### src/rtl/fault_diag_pkg.sv
// fault_diag_pkg: shared definitions for the full-adder fault diagnosis block.
//   - state_e       : controller FSM states (IDLE / APPLY / DECODE)
//   - FAULT_NONE    : diagnosis code for a fault-free adder
//   - FAULT_UNKNOWN : diagnosis code when no signature matches
//   - SIG_TABLE     : golden {cout[7:0], sum[7:0]} responses, indexed by fault code
package fault_diag_pkg;

    typedef enum logic [1:0] {
        ST_IDLE   = 2'd0,
        ST_APPLY  = 2'd1,
        ST_DECODE = 2'd2
    } state_e;

    localparam logic [3:0] FAULT_NONE    = 4'h0;
    localparam logic [3:0] FAULT_UNKNOWN = 4'hF;

    localparam int NUM_SIGS = 9;

    // Entry k is the expected syndrome when fault k is present (0 = fault-free).
    // Bit j of each byte is the response to vector j = {a,b,c}.
    localparam logic [NUM_SIGS-1:0][15:0] SIG_TABLE = {
        16'h0096,   // 8
        16'h8096,   // 7
        16'hC096,   // 6
        16'hE800,   // 5
        16'hC0F0,   // 4
        16'hC03C,   // 3
        16'hA05A,   // 2
        16'h8866,   // 1
        16'hE896    // 0
    };

endpackage

### src/rtl/fault_diag_if.sv
// fault_diag_if: groups the run handshake, the adder-under-test stimulus and
// responses, and the diagnosis results.
//   master : drives start and the adder responses (sum/cout), observes the rest
//   slave  : the diagnosis engine (fault_diag)
interface fault_diag_if;
    logic        start;
    logic        a;
    logic        b;
    logic        c;
    logic        sum;
    logic        cout;
    logic        busy;
    logic        done;
    logic [15:0] syndrome;
    logic [3:0]  diag;
    logic        unknown;

    modport master (
        output start, sum, cout,
        input  a, b, c, busy, done, syndrome, diag, unknown
    );

    modport slave (
        input  start, sum, cout,
        output a, b, c, busy, done, syndrome, diag, unknown
    );
endinterface

### src/rtl/fault_diag_decode.sv
// fault_diag_decode: combinational syndrome lookup.
//   syndrome : captured {cout, sum} responses
//   diag     : matching fault code, FAULT_UNKNOWN when nothing matches
//   unknown  : high when the syndrome matches no table entry
// Table entries are distinct, so at most one entry can match.
module fault_diag_decode
    import fault_diag_pkg::*;
(
    input  logic [15:0] syndrome,
    output logic [3:0]  diag,
    output logic        unknown
);

    always_comb begin
        diag    = FAULT_UNKNOWN;
        unknown = 1'b1;
        for (int i = 0; i < NUM_SIGS; i++) begin
            if (syndrome == SIG_TABLE[i]) begin
                diag    = 4'(i);
                unknown = 1'b0;
            end
        end
    end

endmodule

### src/rtl/fault_diag.sv
// fault_diag: applies all 8 input vectors to a full adder under test, captures
// its sum/cout responses into a 16-bit syndrome and decodes the fault location.
//   clk      : clock, rising edge
//   rst      : asynchronous active-high reset
//   bus      : fault_diag_if.slave (start, a/b/c, sum/cout, busy, done,
//              syndrome, diag, unknown)
//   fail_cnt : only with FAULT_DIAG_FAILCNT_EN -- saturating count of runs that
//              ended with a non-zero diagnosis; cleared only by rst
// Timing: start edge E0, vectors captured at E1..E8, result registered at E9,
// done high for the cycle after E9.
module fault_diag
    import fault_diag_pkg::*;
(
    input  logic         clk,
    input  logic         rst,
    fault_diag_if.slave  bus
`ifdef FAULT_DIAG_FAILCNT_EN
    ,
    output logic [7:0]   fail_cnt
`endif
);

    state_e      state_q, state_d;
    logic [2:0]  idx_q, idx_d;
    logic [15:0] syndrome_q, syndrome_d;
    logic [3:0]  diag_q, diag_d;
    logic        unknown_q, unknown_d;
    logic        done_q, done_d;

    logic [3:0]  dec_diag;
    logic        dec_unknown;

    fault_diag_decode u_decode (
        .syndrome (syndrome_q),
        .diag     (dec_diag),
        .unknown  (dec_unknown)
    );

    always_ff @(posedge clk or posedge rst) begin
        if (rst) begin
            state_q    <= ST_IDLE;
            idx_q      <= 3'd0;
            syndrome_q <= 16'h0000;
            diag_q     <= FAULT_NONE;
            unknown_q  <= 1'b0;
            done_q     <= 1'b0;
        end else begin
            state_q    <= state_d;
            idx_q      <= idx_d;
            syndrome_q <= syndrome_d;
            diag_q     <= diag_d;
            unknown_q  <= unknown_d;
            done_q     <= done_d;
        end
    end

    always_comb begin
        state_d    = state_q;
        idx_d      = idx_q;
        syndrome_d = syndrome_q;
        diag_d     = diag_q;
        unknown_d  = unknown_q;
        done_d     = 1'b0;
        case (state_q)
            ST_IDLE: begin
                if (bus.start) begin
                    state_d = ST_APPLY;
                    idx_d   = 3'd0;
                end
            end
            ST_APPLY: begin
                // sum goes to the low byte, cout to the high byte
                syndrome_d[{1'b0, idx_q}] = bus.sum;
                syndrome_d[{1'b1, idx_q}] = bus.cout;
                idx_d = idx_q + 3'd1;          // wraps 7 -> 0 on the last vector
                if (idx_q == 3'd7) begin
                    state_d = ST_DECODE;
                end
            end
            ST_DECODE: begin
                diag_d    = dec_diag;
                unknown_d = dec_unknown;
                done_d    = 1'b1;
                state_d   = ST_IDLE;
            end
            default: begin
                state_d = ST_IDLE;
                idx_d   = 3'd0;
            end
        endcase
    end

`ifdef FAULT_DIAG_FAILCNT_EN
    logic [7:0] fail_cnt_q, fail_cnt_d;

    always_ff @(posedge clk or posedge rst) begin
        if (rst) begin
            fail_cnt_q <= 8'h00;
        end else begin
            fail_cnt_q <= fail_cnt_d;
        end
    end

    // Counts on the edge that registers the result, i.e. once per done pulse.
    always_comb begin
        fail_cnt_d = fail_cnt_q;
        if (state_q == ST_DECODE && dec_diag != FAULT_NONE && fail_cnt_q != 8'hFF) begin
            fail_cnt_d = fail_cnt_q + 8'd1;
        end
    end

    assign fail_cnt = fail_cnt_q;
`endif

    // idx is held at 0 outside APPLY, so the stimulus is 0 in IDLE/DECODE.
    assign bus.a        = idx_q[2];
    assign bus.b        = idx_q[1];
    assign bus.c        = idx_q[0];
    assign bus.busy     = (state_q != ST_IDLE);
    assign bus.done     = done_q;
    assign bus.syndrome = syndrome_q;
    assign bus.diag     = diag_q;
    assign bus.unknown  = unknown_q;

endmodule

### src/flat_wrapper.sv
// flat-port wrapper written by rule: the top's interface ports become plain ports
module fault_diag_flat import fault_diag_pkg::*;
  (clk, rst, bus_start, bus_sum, bus_cout, bus_a, bus_b, bus_c, bus_busy, bus_done, bus_syndrome, bus_diag, bus_unknown);
  fault_diag_if bus_i ();
  input  logic clk;
  input  logic rst;
  input wire logic [$bits(bus_i.start)-1:0] bus_start;
  input wire logic [$bits(bus_i.sum)-1:0] bus_sum;
  input wire logic [$bits(bus_i.cout)-1:0] bus_cout;
  output wire logic [$bits(bus_i.a)-1:0] bus_a;
  output wire logic [$bits(bus_i.b)-1:0] bus_b;
  output wire logic [$bits(bus_i.c)-1:0] bus_c;
  output wire logic [$bits(bus_i.busy)-1:0] bus_busy;
  output wire logic [$bits(bus_i.done)-1:0] bus_done;
  output wire logic [$bits(bus_i.syndrome)-1:0] bus_syndrome;
  output wire logic [$bits(bus_i.diag)-1:0] bus_diag;
  output wire logic [$bits(bus_i.unknown)-1:0] bus_unknown;
  assign bus_i.start = bus_start;
  assign bus_i.sum = bus_sum;
  assign bus_i.cout = bus_cout;
  assign bus_a = bus_i.a;
  assign bus_b = bus_i.b;
  assign bus_c = bus_i.c;
  assign bus_busy = bus_i.busy;
  assign bus_done = bus_i.done;
  assign bus_syndrome = bus_i.syndrome;
  assign bus_diag = bus_i.diag;
  assign bus_unknown = bus_i.unknown;
  fault_diag u_core (.clk(clk), .rst(rst), .bus(bus_i));
endmodule
### config.mk
export PLATFORM = sky130hd
export DESIGN_NAME = fault_diag_flat
export DESIGN_NICKNAME = d
export VERILOG_FILES = /design/src/rtl/fault_diag_pkg.sv /design/src/rtl/fault_diag_if.sv /design/src/rtl/fault_diag_decode.sv /design/src/rtl/fault_diag.sv /design/src/flat_wrapper.sv
export SDC_FILE = /design/constraint.sdc
export NUM_CORES = 1
export LEC_CHECK = 0
export CAP_MARGIN = 0
export CORE_ASPECT_RATIO = 0.7
export CORE_MARGIN = 3
export CORE_UTILIZATION = 45
export DETAILED_ROUTE_END_ITERATION = 8
export PLACE_DENSITY = 0.75
export SYNTH_ARGS = -nofsm -noshare
export SYNTH_HDL_FRONTEND = slang
export SYNTH_SLANG_ARGS = --single-unit
### constraint.sdc
create_clock -name clk -period 1.6 [get_ports clk]
set_input_delay 0.24 -clock clk [delete_from_list [all_inputs] [get_ports clk]]
set_output_delay 0.24 -clock clk [all_outputs]
set_load 0.05 [all_outputs]
# Word-level counts from Yosys, hierarchy flattened
# Index checks and enable logic that the tools add are counted.
# Widths: inputs -> output; s select.
[totals]
register_bits = 27
input_bits = 5
elab_cells = 62
[op_classes]
addsub = 1
n_lt_le_gt_ge = 4
eq_ne = 14
reduce_logical = 6
bitwise = 1
mux = 30
[op_table]
columns = ["cell", "n"]
rows = [
  ["$eq 16x16->1 const B", 8],
  ["$mux 4", 9],
  ["$bwmux 16", 2],
  ["$eq 16x8->1 const B", 1],
  ["$mux 1", 12],
  ["$pmux 3 s3", 1],
  ["$demux 1 s3", 2],
  ["$lt 3x5->1 const B", 1],
  ["$lt 4x5->1 const B", 1],
  ["$ge 4x1->1 const B", 1],
  ["$mux 2", 2],
  ["$pmux 2 s2", 1],
  ["$reduce_and 2->1", 2],
  ["$add 3x1->3 const B", 1],
  ["$eq 3x3->1 const B", 1],
  ["$ge 3x1->1 const B", 1],
  ["$mux 3", 1],
  ["$eq 2x1->1 const B", 1],
  ["$eq 2x2->1 const B", 1],
  ["$logic_and 1x1->1", 2],
  ["$logic_not 2->1", 1],
  ["$ne 2x1->1 const B", 1],
  ["$ne 2x2->1 const B", 1],
  ["$reduce_bool 2->1", 1],
  ["$not 1->1", 1],
]

# Depth between registers and ports, before layout
[depth]
depth_word = 10
depth_mapped = 5
mapped_depth_nobuf = 5

# By module
# Synthesis repeated with hierarchy kept, for this count alone.
[unflattened]
cells_unflattened = 119
hier_area_um2 = 1422.6
[by_module_without_submodules]
columns = ["module", "seq_area_each_um2", "cells_per_inst", "n_inst", "area_each_um2"]
rows = [
  ["fault_diag", 675.6, 76, 1, 1129.8],
  ["fault_diag_decode", 0.0, 43, 1, 292.8],
]

# Least setup slack after synthesis
# Ideal clock, no wire load.
[synth_timing]
path_type = "reg-to-reg"
start = "register u_core.syndrome_q[15] (netlist: u_core.bus.syndrome[15])"
end = "register u_core.diag_q[3] (netlist: u_core.bus.diag[3])"
required_time_ns = 1.471
t_arrival_ns = 1.679
stages_incl_launch_ff = 6
path_buffers = 0
setup_time_ns = 0.129
setup_slack_ns = -0.208
path_cell_list = "dfrtp_1 -> and4b_1 -> or3b_1 -> a21oi_2 -> a21o_2 -> o31ai_1"
[synth_between]
elab_chain_len = 10
elab_cells_between_ends = 18
[synth_rtl]
columns = ["item", "line", "rtl"]
rows = [
  ["from (decl)", "fault_diag.sv:25", "logic [15:0] syndrome_q, syndrome_d;"],
  ["from (signal assigned)", "fault_diag.sv:50", "syndrome_q <= syndrome_d;"],
  ["$eq 16x16->1", "fault_diag_decode.sv:18", "if (syndrome == SIG_TABLE[i]) begin"],
  ["$mux 4 (8 in series)", "fault_diag_decode.sv:18", ""],
  ["$mux 4 *", "fault_diag_decode.sv:18", ""],
  ["to (signal assigned)", "fault_diag.sv:51", "diag_q <= diag_d;"],
  ["to (decl)", "fault_diag.sv:26", "logic [3:0] diag_q, diag_d;"],
]
# Mark *: on every way between the ends. The rest lies on a longest branch, timed or not.
# A chain may end at the register's enable or synchronous reset.

# Worst setup path after layout
[layout_timing]
start = "register u_core.syndrome_q[12] (netlist: u_core.bus.syndrome[12])"
end = "register u_core.diag_q[3] (netlist: u_core.bus.diag[3])"
# The elaborated chain is that of the path after synthesis.

==> parameters.txt <==
Parameter                              Value

Yosys
  Number of standard cells after synthesis ... 124
  Sequential-to-total area share from yosys stat ... 47.9%
  Number of storage elements in the synthesis netlist ... 27
  EDFF count, synth ... 0
  Area of the mapped netlist ... 0.00141 mm2
  Fraction of synthesized cell area taken by the top area cell type ... 47.9%
  Area contributors post-synth ... dfrtp_1 (48%), mux2_1 (13%), nand2_1 (4.8%)
  Avg Inst Size Synth ... 11.4 um2
  Top FF cell, synth ... dfrtp_1
  Syn_nets ... 131
  Number of warnings reported in the yosys synthesis log ... 0
  Async set-or-reset flop fraction in the synthesized netlist ... 100%
  Number of library cell types mapped by synthesis ... 39
  Most area-hungry cell type in the Yosys netlist ... dfrtp_1

Die
  Number of placement rows ... 16
  Floorplan core area ... 0.00290 mm2
  Height of the chip ... 52.9 um
  Starting Density ... 48.6%
  Boundary Pins ... 31
  Die Width ... 72.9 um
  Die area ... 0.00385 mm2

Critical path
  Worst r2r src ... u_core.bus.syndrome[12]$_DFFE_PP0P_
  Startpoint types ... register
  R2R Setup Slk ... -0.04 ns
  FF-to-FF End ... u_core.bus.diag[3]$_DFFE_PP0P_
  Destination of the critical timing path ... u_core.bus.diag[3]$_DFFE_PP0P_
  CP arrival ... 1.80 ns
  Maximum net fanout on the critical path ... 6
  Required arrival time at the worst endpoint ... 1.76 ns
  Worst setup EP type ... register
  Critical path class ... reg2reg
  Number of cells on the worst reg-to-reg path ... 5
  First element of the critical path ... u_core.bus.syndrome[12]$_DFFE_PP0P_

Drt
  Final routed DRC violation total ... 0
  Post-DR wirelength/cell ... 18.2 um
  DR vias/cell ... 5.87
  Remaining number of nets flagged by the antenna check after routing ... 0
  Via count ... 1274
  Violation count after the first detailed-route iteration ... 94
  Wirelength, routed ... 3.96 mm
  First-pass DRT Iterations ... 4

Global routing
  Pin count of the biggest net entering global routing ... 28
  Number of antenna violations at the first check in global routing ... 0
  Number of global-route vias before repair ... 1288
  First-pass GRT wire length ... 6.33 mm
  Overflow after GRT ... 0
  All-layer global routing usage ... 21.8%

Timing
  Post-layout minimum cycle time ... 1.64 ns
  Setup repair after global routing missed its margin ... yes
  Upper clock frequency limit ... 609 MHz
  Final setup fails ... 5
  Final Slew Violations ... 0
  Worst rel slew slack ... 73.1%
  Transition time at the pin with the least slew margin ... 0.403 ns
  Share of the clock period used by the worst path ... 103%
  Setup ws final ... -0.0422 ns
  Number of endpoints with negative hold slack in the final report ... 0
  Clock skew ... 0.00545 ns

Placed design
  HPWL reported at the end of detailed placement ... 2.79 mm
  Routability congestion estimate ... 0.897
  Placement-stage worst setup slack ... -0.0614 ns
  Port bufs ... 30

Worst hold path
  Path category of the worst min-delay check ... in2async

Cells and area
  Fraction of final layout cells with drive strength greater than 1 ... 49.7%
  Final-layout fill cell count ... 202
  Final layout net count ... 189
  Antenna diode count ... 0
  Area added between synthesis and finish ... 48.0%

CTS
  Clock tree from TritonCTS ... yes
  Hold Buf Count CTS ... 0
  Clock Sink Count ... 27
  Buffer levels on the longest clock path ... 2
  Number of levels in the clock H-tree ... 1
  Master cell of the clock root buffer ... clkbuf_8
  Clock buffers created by TritonCTS ... 3
  Clock-pin slew of the registers on the worst-case setup and hold paths ... 0.09 ns
  Clock insertion delay at the later pin of the skew report ... 0.28 ns

Run
  Max-capacitance violation count ... 0

Run status
  Outcome ... finished, violations left
  Violated checks ... setup timing
[layout make-up]
cell class | count | area (um2) | area share (%)
Clock buffer | 4 | 45.0 | 2.16
Inverter | 2 | 7.51 | 0.359
Multi-Input combinational cell | 95 | 815 | 39.0
Sequential cell | 27 | 694 | 33.2
Tap cell | 36 | 45.0 | 2.16
Timing Repair Buffer | 53 | 483 | 23.1
[placed cells by master, fill, tap and decap left out, types with 3 or more instances in the layout]
master / count
clkdlybuf4s50_1: 4
o21ai_1: 5
buf_4: 43
dfrtp_2: 15
nand2_2: 4
nor2_1: 6
clkbuf_8: 3
buf_12: 6
nand4_1: 5
nand2_1: 14
nand3b_1: 3
dfrtp_1: 12
mux2_1: 16
[cells in the mapped netlist (2+ instances only)]
library cell and n:
nand3b_1 3, nand2b_1 2, dfrtp_1 27, and2b_1 2
nor4bb_1 2, nand4b_1 2, nand3_1 2, inv_1 2
nand2_1 18, nand4_1 5, nor4_1 2, o21ai_1 5
ha_1 2, o31ai_1 2, nor3b_2 2, mux2_1 16
nor4b_1 2, o21ai_0 2, nor2_1 6
[metal layers]
metal	GRT usage (%)	up-vias	routed length, um
met5	0	-	0
met4	6.44	0	49
met3	5.12	6	255
met2	35.5	60	1880
met1	29.1	636	1780
li1	-	572	-
[per-stage QoR]
step / utilization, % / cells / area, um2 / hold slack [ns] / setup TNS [ns]
after CTS: 69.7 / 215 / 2020 / 0.336 / -0.0995
after floorplan: - / 124 / 1430 / 0.292 / -0.112
after global routing: 72.0 / 217 / 2090 / 0.362 / -0.440
final: 72.0 / 217 / 2090 / 0.322 / -0.123
after global placement: 66.2 / 208 / 1920 / 0.460 / -0.000282
after detailed placement: 66.2 / 208 / 1920 / 0.469 / -0.133
[state kept, by name (all words and copies together), names as in the netlist]
| name | count |
|---|---|
| u_core.bus.done | 1 |
| u_core.state_q | 2 |
| u_core.bus.syndrome | 16 |
| u_core.idx_q | 3 |
| u_core.bus.unknown | 1 |
| u_core.bus.diag | 4 |
[how the worst min path moves through the flow]
stage	cells after the start	from	to
after floorplan	1	rst	u_core.bus.diag[0]$_DFFE_PP0P_
after global placement	2	u_core.bus.diag[0]$_DFFE_PP0P_	u_core.bus.diag[0]$_DFFE_PP0P_
after detailed placement	2	u_core.bus.diag[0]$_DFFE_PP0P_	u_core.bus.diag[0]$_DFFE_PP0P_
after CTS	3	rst	u_core.bus.done$_DFF_PP0_
after global routing	3	rst	u_core.bus.syndrome[11]$_DFFE_PP0P_
final	3	rst	u_core.bus.diag[1]$_DFFE_PP0P_
[worst max-delay path, stage by stage (launching register included)]
cell and delay (ns):
dfrtp_2 0.46, and4b_1 0.31, or3b_1 0.37, a21oi_2 0.15, a21o_2 0.14, o31ai_2 0.09
[repair_timing]
| action | 4_1_cts | 5_1_grt |
|---|---|---|
| resized for setup | 6 | 13 |
| pin swaps | 4 | 7 |
| setup buffers | 3 | 2 |
| endpoints found under the setup margin | 5 | 11 |
[cell families (layout without fill, tap and decap cells)]
logic type | after synthesis | in the layout | synth area share, %
mux | 16 | 16 | 12.8
buf+inv | 2 | 59 | 0.532
flops | 27 | 27 | 47.9
simple gates | 61 | 61 | 29.7
compound gates | 15 | 15 | 6.74
fa+ha+maj | 2 | 2 | 1.77
xor+xnor | 1 | 1 | 0.621
Power is not shown: default switching activity piles up to over one toggle a cycle in this logic, so the estimate is an artifact.
